===== src/rtl/div_pkg.sv =====
// Shared types and helpers for the restoring divider.
package div_pkg;

  typedef enum logic [1:0] {IDLE, ITER, DONE} div_state_t;

  localparam int unsigned DEFAULT_WIDTH = 8;

  function automatic int unsigned cnt_width(input int unsigned width);
    return $clog2(width + 1);
  endfunction

  // One 4-bit ripple-carry slice: returns {carry_out, sum}.
  function automatic logic [4:0] add4(input logic [3:0] a, input logic [3:0] b, input logic cin);
    logic [4:0] s;
    logic       c;
    c = cin;
    for (int i = 0; i < 4; i++) begin
      s[i] = a[i] ^ b[i] ^ c;
      c    = (a[i] & b[i]) | (c & (a[i] ^ b[i]));
    end
    s[4] = c;
    return s;
  endfunction

endpackage


===== src/rtl/trial_subtract.sv =====
// Combinational a - b as a + ~b + 1 over chained 4-bit ripple slices; carry out = no borrow.
module trial_subtract
  import div_pkg::*;
#(
  parameter int unsigned W = 9
) (
  input  logic [W-1:0] a,
  input  logic [W-1:0] b,
  output logic [W-1:0] diff,
  output logic         no_borrow
);

  localparam int unsigned NS = (W + 3) / 4;
  localparam int unsigned N  = NS * 4;

  logic [N-1:0] a_ext, b_inv, sum;
  logic [N-1:0] unused_sum;
  logic         carry [NS+1];

  // Zero-extend both operands; the padded ones of ~b keep the final carry equal to (a >= b).
  always_comb begin
    a_ext        = '0;
    a_ext[W-1:0] = a;
    b_inv        = '1;
    b_inv[W-1:0] = ~b;
  end

  assign carry[0] = 1'b1;

  for (genvar s = 0; s < NS; s++) begin : g_slice
    assign {carry[s+1], sum[4*s +: 4]} = add4(a_ext[4*s +: 4], b_inv[4*s +: 4], carry[s]);
  end

  assign diff       = sum[W-1:0];
  assign no_borrow  = carry[NS];
  assign unused_sum = sum;

endmodule


===== src/rtl/restoring_divider.sv =====
// Sequential restoring divider, one shift/trial-subtract per cycle.
// Define DIVIDER_SIGNED_EN for two's-complement operands (truncating division).
module restoring_divider
  import div_pkg::*;
#(
  parameter int unsigned WIDTH = DEFAULT_WIDTH
) (
  input  logic             Clk,
  input  logic             Reset_n,
  input  logic             Start,
  input  logic [WIDTH-1:0] Dividend,
  input  logic [WIDTH-1:0] Divisor,
  output logic             Busy,
  output logic             Done,
  output logic [WIDTH-1:0] Quotient,
  output logic [WIDTH-1:0] Remainder,
  output logic             DivZero
);

  localparam int unsigned CW = cnt_width(WIDTH);

  div_state_t       state;
  logic [CW-1:0]    count;
  logic [WIDTH-1:0] r_q, q_q, dvsr_q;
  logic [WIDTH:0]   r_shift, t;
  logic             no_borrow, unused_t_msb;
  logic [WIDTH-1:0] r_next, q_next, q_fin, r_fin, dividend_mag, divisor_mag;

  // Partial remainder is widened by one bit so the shifted-out MSB is never lost.
  trial_subtract #(.W(WIDTH + 1)) u_trial (
    .a         (r_shift),
    .b         ({1'b0, dvsr_q}),
    .diff      (t),
    .no_borrow (no_borrow)
  );

  assign unused_t_msb = t[WIDTH];

  always_comb begin
    r_shift = {r_q, q_q[WIDTH-1]};
    r_next  = no_borrow ? t[WIDTH-1:0] : r_shift[WIDTH-1:0];
    q_next  = {q_q[WIDTH-2:0], no_borrow};
  end

`ifdef DIVIDER_SIGNED_EN
  logic neg_q, neg_r;

  always_comb begin
    dividend_mag = Dividend[WIDTH-1] ? -Dividend : Dividend;
    divisor_mag  = Divisor[WIDTH-1] ? -Divisor : Divisor;
    q_fin        = neg_q ? -q_next : q_next;
    r_fin        = neg_r ? -r_next : r_next;
  end
`else
  always_comb begin
    dividend_mag = Dividend;
    divisor_mag  = Divisor;
    q_fin        = q_next;
    r_fin        = r_next;
  end
`endif

  always_ff @(posedge Clk or negedge Reset_n) begin
    if (!Reset_n) begin
      state     <= IDLE;
      count     <= '0;
      r_q       <= '0;
      q_q       <= '0;
      dvsr_q    <= '0;
      Busy      <= 1'b0;
      Done      <= 1'b0;
      Quotient  <= '0;
      Remainder <= '0;
      DivZero   <= 1'b0;
`ifdef DIVIDER_SIGNED_EN
      neg_q     <= 1'b0;
      neg_r     <= 1'b0;
`endif
    end else begin
      unique case (state)
        IDLE: begin
          if (Start) begin
            Busy <= 1'b1;
            if (Divisor == '0) begin
              Quotient  <= '1;
              Remainder <= Dividend;
              DivZero   <= 1'b1;
              Done      <= 1'b1;
              state     <= DONE;
            end else begin
              r_q    <= '0;
              q_q    <= dividend_mag;
              dvsr_q <= divisor_mag;
              count  <= '0;
`ifdef DIVIDER_SIGNED_EN
              neg_q  <= Dividend[WIDTH-1] ^ Divisor[WIDTH-1];
              neg_r  <= Dividend[WIDTH-1];
`endif
              state  <= ITER;
            end
          end
        end
        ITER: begin
          r_q   <= r_next;
          q_q   <= q_next;
          count <= count + 1'b1;
          if (count == CW'(WIDTH - 1)) begin
            Quotient  <= q_fin;
            Remainder <= r_fin;
            DivZero   <= 1'b0;
            Done      <= 1'b1;
            state     <= DONE;
          end
        end
        DONE: begin
          Done  <= 1'b0;
          Busy  <= 1'b0;
          state <= IDLE;
        end
        default: state <= IDLE;
      endcase
    end
  end

endmodule

===== config.mk =====
export PLATFORM = sky130hd
export DESIGN_NAME = restoring_divider
export DESIGN_NICKNAME = d
export VERILOG_FILES = /design/src/rtl/div_pkg.sv /design/src/rtl/trial_subtract.sv /design/src/rtl/restoring_divider.sv
export SDC_FILE = /design/constraint.sdc
export NUM_CORES = 1
export LEC_CHECK = 0
export CAP_MARGIN = 20
export CORE_MARGIN = 2
export CORE_UTILIZATION = 58
export DETAILED_ROUTE_END_ITERATION = 12
export PLACE_DENSITY = 0.91
export SKIP_CTS_REPAIR_TIMING = 1
export SYNTH_ARGS = -nofsm -noshare
export SYNTH_HDL_FRONTEND = slang
export SYNTH_HIERARCHICAL = 1
export SYNTH_SLANG_ARGS = --single-unit

===== constraint.sdc =====
create_clock -name Clk -period 7.2 [get_ports Clk]
set_input_delay 1.08 -clock Clk [delete_from_list [all_inputs] [get_ports Clk]]
set_output_delay 1.08 -clock Clk [all_outputs]
set_load 0.005 [all_outputs]

---- Word-level counts from Yosys, hierarchy flattened ----
Index checks and enable logic that the tools add are counted.
storage, ports and cells
  register bits after elaboration ......... 49
  bits of input ports ..................... 19
  output and inout bits ................... 19
  logic and storage cells ................. 104
operators by class
  $add $sub $neg .......................... 1
  equality and inequality tests ........... 7
  mux-type cells .......................... 30
  bitwise operators ....................... 45
  reductions and logical operators ........ 11
operator list
  kind                 number
  $mux 8               11
  $pmux 8 s2           4
  $and 1x1->1          17
  $xor 1x1->1          16
  $not 8->9            1
  $or 1x1->1           9
  $logic_not 8->1      1
  $mux 4               2
  $ne 2x2->1 const B   4
  $pmux 4 s2           1
  $reduce_and 4->1     2
  $mux 2               3
  $reduce_and 3->1     2
  $mux 1               5
  $add 4x1->4 const B  1
  $eq 4x3->1 const B   1
  $pmux 1 s2           2
  $pmux 2 s2           1
  $reduce_and 2->1     2
  $reduce_bool 2->1    2
  $pmux 1 s3           1
  $reduce_bool 3->1    1
  $eq 2x1->1 const B   1
  $eq 2x2->1 const B   1
  other kinds (2)      3

---- Logic depth before layout (Yosys ltp) ----
  word-level depth ........................ 22
  depth in mapped cells ................... 17
  depth with buffers taken out ............ 16

---- By module ----
The synthesis kept the hierarchy.
by module, submodules not included
  module             times used  cells each  area each (sq um)  sequential area each (sq um)
  restoring_divider  1           195         2235.9             1226.2
  trial_subtract     1           28          244.0              0.0

---- Worst setup path before layout ----
Ideal clock, no wire load.
  path type ............................... register to register
  start point ............................. register q_q[7]
  end point ............................... register Remainder[4]
  library setup time ...................... 0.125 ns
  arrival time ............................ 4.250 ns
  data required time ...................... 7.075 ns
  path slack .............................. 2.825 ns
  stages on the path, launching flop included .. 18
  path buffers ............................ 1
  period minus slack after synthesis ...... 4.375 ns
  cells stage by stage .................... dfrtp_1 -> inv_1 -> ha_1 -> inv_1 -> fa_1 -> inv_1 -> fa_1 -> fa_1 -> fa_1 -> fa_1 -> fa_1 -> fa_1 -> inv_1 -> fa_1 -> clkbuf_1 -> mux2i_1 -> o21ai_0 -> mux2_4
on the way
  cells in the longest elaborated chain, start to end .. 21
  elaborated cells between the ends (all ways) .. 23
  those cells by class .................... mux: 3; bitwise: 20
RTL lines
  element                                            line                      text
  from (decl)                                        restoring_divider.sv:24   logic [WIDTH-1:0] r_q, q_q, dvsr_q;
  from (signal assigned)                             restoring_divider.sv:92   q_q <= dividend_mag;
  from (signal assigned)                             restoring_divider.sv:105  q_q <= q_next;
  $and 1x1->1 / $xor 1x1->1 (equally long branches)  div_pkg.sv:19             c = (a[i] & b[i]) | (c & (a[i] ^ b[i]));
  $or 1x1->1 *                                       div_pkg.sv:19
  $and 1x1->1 *                                      div_pkg.sv:19
  $or 1x1->1 *                                       div_pkg.sv:19
  $and 1x1->1 *                                      div_pkg.sv:19
  $or 1x1->1 *                                       div_pkg.sv:19
  $and 1x1->1 *                                      div_pkg.sv:19
  $or 1x1->1 *                                       div_pkg.sv:19
  (+6 left out)                                      -
  $and 1x1->1 *                                      div_pkg.sv:19
  $or 1x1->1 *                                       div_pkg.sv:19
  $and 1x1->1 *                                      div_pkg.sv:19
  $or 1x1->1 *                                       div_pkg.sv:19
  named net no_borrow                                restoring_divider.sv:26   logic no_borrow, unused_t_msb;
  $mux 8 *                                           restoring_divider.sv:41   r_next = no_borrow ? t[WIDTH-1:0] : r_shift[WIDTH-1:0];
  $mux 8 *                                           restoring_divider.sv:107  if (count == CW'(WIDTH - 1)) begin
  $pmux 8 s2 *                                       restoring_divider.sv:80   unique case (state)
  to (signal assigned)                               restoring_divider.sv:86   Remainder <= Dividend;
  to (signal assigned)                               restoring_divider.sv:109  Remainder <= r_fin;
  to (decl)                                          restoring_divider.sv:16   output logic [WIDTH-1:0] Remainder,
Mark *: on every way through the listed nets, which the timed path passes. The rest lies on a longest branch. The select of a mux whose other input is x is not followed.
A chain may end at the register's enable or synchronous reset.

---- Worst setup path in the final report ----
Same ends and word-level chain as after synthesis.

==> flow_metrics.tcl <==
set metrics [dict create \
    path_common_cell "fa_1" \
    gp_congestion 0.7932 \
    areaGrowthSynthToFinish_pct 19.42 \
    drtIter0Drc 107 \
    synth_xor_area_share_pct 0 \
    synth_warnings 6 \
    synth_compound_area_share_pct 9.284 \
    min_path_type "flop to flop" \
    p_switching_w 0.0004904 \
    vias_per_cell 5.406 \
    synth_cell_type_count 31 \
    finalMaxSlewViolations 0 \
    fillCellCount 280 \
    synth.mux.area_fraction_pct 17.96 \
    fmax_ghz 0.2180 \
    avgSynthCellArea_um2 11.12 \
    final.setup.tns_ns 0 \
    ys_seq_area_share_pct 49.45 \
    ant_nets 0 \
    hpwl_mm 3.282 \
    numCtsBuffers 5 \
    reg2reg_slack_ns 2.61 \
    grt_max_degree 50 \
    finalNetCount 288 \
    synth_cells 223 \
    root_buffer "clkbuf_8" \
    grt_overflow 0 \
    multi_input_area_mm2 0.001089 \
    cts_buffer_depth 2 \
    synth_top_family_by_area "multiplexers" \
    portBuffers 37 \
    clk_latency_ns 0.31 \
    grt_first_pass_wirelength_mm 8.169 \
    num_vias 1676 \
    syn_nets 252 \
    start_util_pct 61.12 \
    setup_viol 0 \
    r2r_start "q_q[7]$_DFFE_PN0P_" \
    regArea_mm2 0.001226 \
    crit_type "flop to flop" \
    cp.arrival_ns 4.79 \
    drv_cap 0 \
    status "complete, no violations" \
    num_antenna_cells 0 \
    rsz0062_at_grt "no" \
    wl_mm 4.708 \
    clkPwrFrac_pct 12.4 \
    drive_above_1_share_pct 15.00 \
    drc 0 \
    worstHoldEndpoint "Remainder[7]$_DFFE_PN0P_" \
    antenna_found_initial 0 \
    h-tree-depth 2 \
    synth-seq-cells 49 \
    firstDrtPassIters 4 \
    cp.required_ns 7.40 \
    syn-cell-area_mm2 0.002480 \
    ios 38 \
    dieArea_mm2 0.004815 \
    tightest_slew_ns 0.9887 \
    slew_headroom_pct 34.09 \
    fp.dieH_um 69.39 \
    fin_crit_sh_pct 63.70 \
    num_rows 23 \
    combPwrFrac_pct 49.6 \
    holdPathStages 1 \
    clk_pin_slew_worst_paths_ns 0.10 \
    finish.utilization_pct 72.99 \
    p_int_w 0.0007946 \
    detail_route.wl_per_cell_um 15.19 \
    chipWidth_um 69.39 \
    synthAdderAreaFrac_pct 7.467 \
    seq_power_share_pct 38.1 \
    crit_chain "inv_1, ha_1, inv_1, fa_1, inv_1, fa_1, fa_1, fa_1, fa_1, fa_1, fa_1, inv_1, fa_1, mux2i_1, o21ai_0, mux2_4" \
    total_power_w 0.001285 \
    skew_ns 0.01382 \
    switching_share_pct 38.16 \
    r2r-end "Remainder[4]$_DFFE_PN0P_" \
    cpMaxStageDelayCell "fa_1" \
    grt_pass1_vias 1692 \
    finalHoldViolCount 0 \
    end_kind "flop" \
    hold_start "Remainder[7]$_DFFE_PN0P_" \
    startpoint_type "flop" \
    power_leakage_nw 1.352 \
    cp_max_fo 10 \
    p_per_area_mw_per_mm2 433.9 \
    vdd_ir_drop_max_v 0.0003080 \
    tritoncts "yes" \
    synth-simple-area-share_pct 9.031 \
    cts_sinks 49 \
    layout_min_cycle_time_ns 4.587 \
    core_mm2 0.004058 \
    max_stage_delay_ns 0.53 \
    reg2regPathDepth 16 \
    grt_use_total_pct 21.44 \
]
-- cells in the mapped netlist --
cell / count / area share, %
a21o_1: 2 / 0.61
a21oi_1: 6 / 1.2
a22o_1: 1 / 0.35
a22oi_1: 1 / 0.30
a31oi_1: 1 / 0.25
buf_1: 1 / 0.15
buf_12: 1 / 0.81
buf_2: 2 / 0.40
clkbuf_1: 6 / 0.91
conb_1: 1 / 0.15
dfrtp_1: 49 / 49
fa_1: 8 / 6.5
ha_1: 2 / 1.0
inv_1: 29 / 4.4
mux2_2: 24 / 11
mux2_4: 1 / 0.61
mux2i_1: 16 / 6.5
nand2_1: 26 / 3.9
nand2b_1: 1 / 0.25
nand3_1: 1 / 0.20
nand3b_1: 1 / 0.30
nor2_1: 14 / 2.1
nor2b_1: 2 / 0.50
nor3_1: 1 / 0.20
nor3_2: 1 / 0.40
o21ai_0: 13 / 2.6
o2bb2ai_1: 8 / 2.8
o32ai_4: 1 / 1.1
or2_4: 1 / 0.35
or4_1: 1 / 0.30
or4_4: 1 / 0.45
-- sequential cells by signal, indices dropped and copies added (netlist names) --
signal and flops:
Busy 1, DivZero 1, Done 1, Quotient 8
Remainder 8, count 4, dvsr_q 8, q_q 8
r_q 8, state 2
-- cell usage in the layout, fill, tap and decap left out --
cell / n
dfrtp_1: 49
clkdlybuf4s50_1: 36
inv_1: 29
nand2_1: 26
mux2_2: 24
mux2i_1: 16
nor2_1: 14
o21ai_0: 13
o2bb2ai_1: 8
fa_1: 8
a21oi_1: 6
clkbuf_8: 5
nor2b_1: 2
a21o_1: 2
ha_1: 2
clkinv_2: 2
or4_4: 1
or4_1: 1
nor3_2: 1
nand2b_1: 1
or2_4: 1
nand3b_1: 1
o32ai_4: 1
mux2_4: 1
a22oi_1: 1
a22o_1: 1
a31oi_1: 1
nand3_1: 1
nor3_1: 1
clkbuf_1: 1
buf_2: 1
buf_12: 1
buf_4: 1
conb_1: 1
-- through the flow --
step	hold slack, ns	std cells	setup slack, ns	area [um2]
final	0.5176	310	2.613	2962
after global placement	0.4916	301	2.721	2859
after global routing	0.5347	310	2.360	2962
after CTS	0.5238	309	2.577	2942
after detailed placement	0.4996	301	2.614	2859
after floorplan	0.4768	223	2.825	2480
-- cells by family after synthesis --
kind of cell             Yosys count
AND/OR/NAND/NOR                   50
flip-flops                        49
multiplexers                      41
buffers and inverters             39
AO/OA/AOI/OAI                     33
adder cells (fa/ha/maj)           10
other                              1
-- per-layer routing --
layer / global-route usage, % / wire (um) / up-vias
met4: 5.011 / 42 / 0
met2: 34.72 / 2328 / 40
met1: 29.31 / 2118 / 829
met5: 0 / 0 / -
met3: 5.378 / 219 / 6
li1: - / - / 801
-- area by class of cell --
type                    count  area share (%)
multi-input cells         135           36.76
clock buffers               6           2.450
inverters                  29           3.676
repair buffers             39           13.27
flip-flops and latches     49           41.40
clock inverters             2          0.3380
well taps                  50           2.112
-- critical path, delay by kind of cell (launching register included) --
kind | cells | cell delay [ns]
muxes | 2 | 0.59
buffers and inverters | 4 | 0.23
adders and majority gates | 9 | 3.16
DFF | 1 | 0.39
AOI/OAI and AO/OA | 1 | 0.12
-- power groups by stage --
stage	sequential, W	clock [W]	combinational, W
finish	0.000489	0.000159	0.000637
global route	0.000509	0.000173	0.000718
CTS	0.000489	0.000161	0.000643
detailed placement	0.000493	0	0.000639
global placement	0.000490	0	0.000607
floorplan	0.000476	0	0.000438
-- worst max-delay path by stage --
stage / start / to / slack [ns]
final: q_q[7]$_DFFE_PN0P_ / Remainder[4]$_DFFE_PN0P_ / 2.61
after global routing: q_q[7]$_DFFE_PN0P_ / Remainder[4]$_DFFE_PN0P_ / 2.36
after CTS: q_q[7]$_DFFE_PN0P_ / Remainder[4]$_DFFE_PN0P_ / 2.58
after detailed placement: q_q[7]$_DFFE_PN0P_ / Remainder[4]$_DFFE_PN0P_ / 2.61
after global placement: q_q[7]$_DFFE_PN0P_ / Remainder[3]$_DFFE_PN0P_ / 2.72
after floorplan: q_q[7]$_DFFE_PN0P_ / Remainder[4]$_DFFE_PN0P_ / 2.82
No activity file was read; power rests on OpenSTA's default activity.
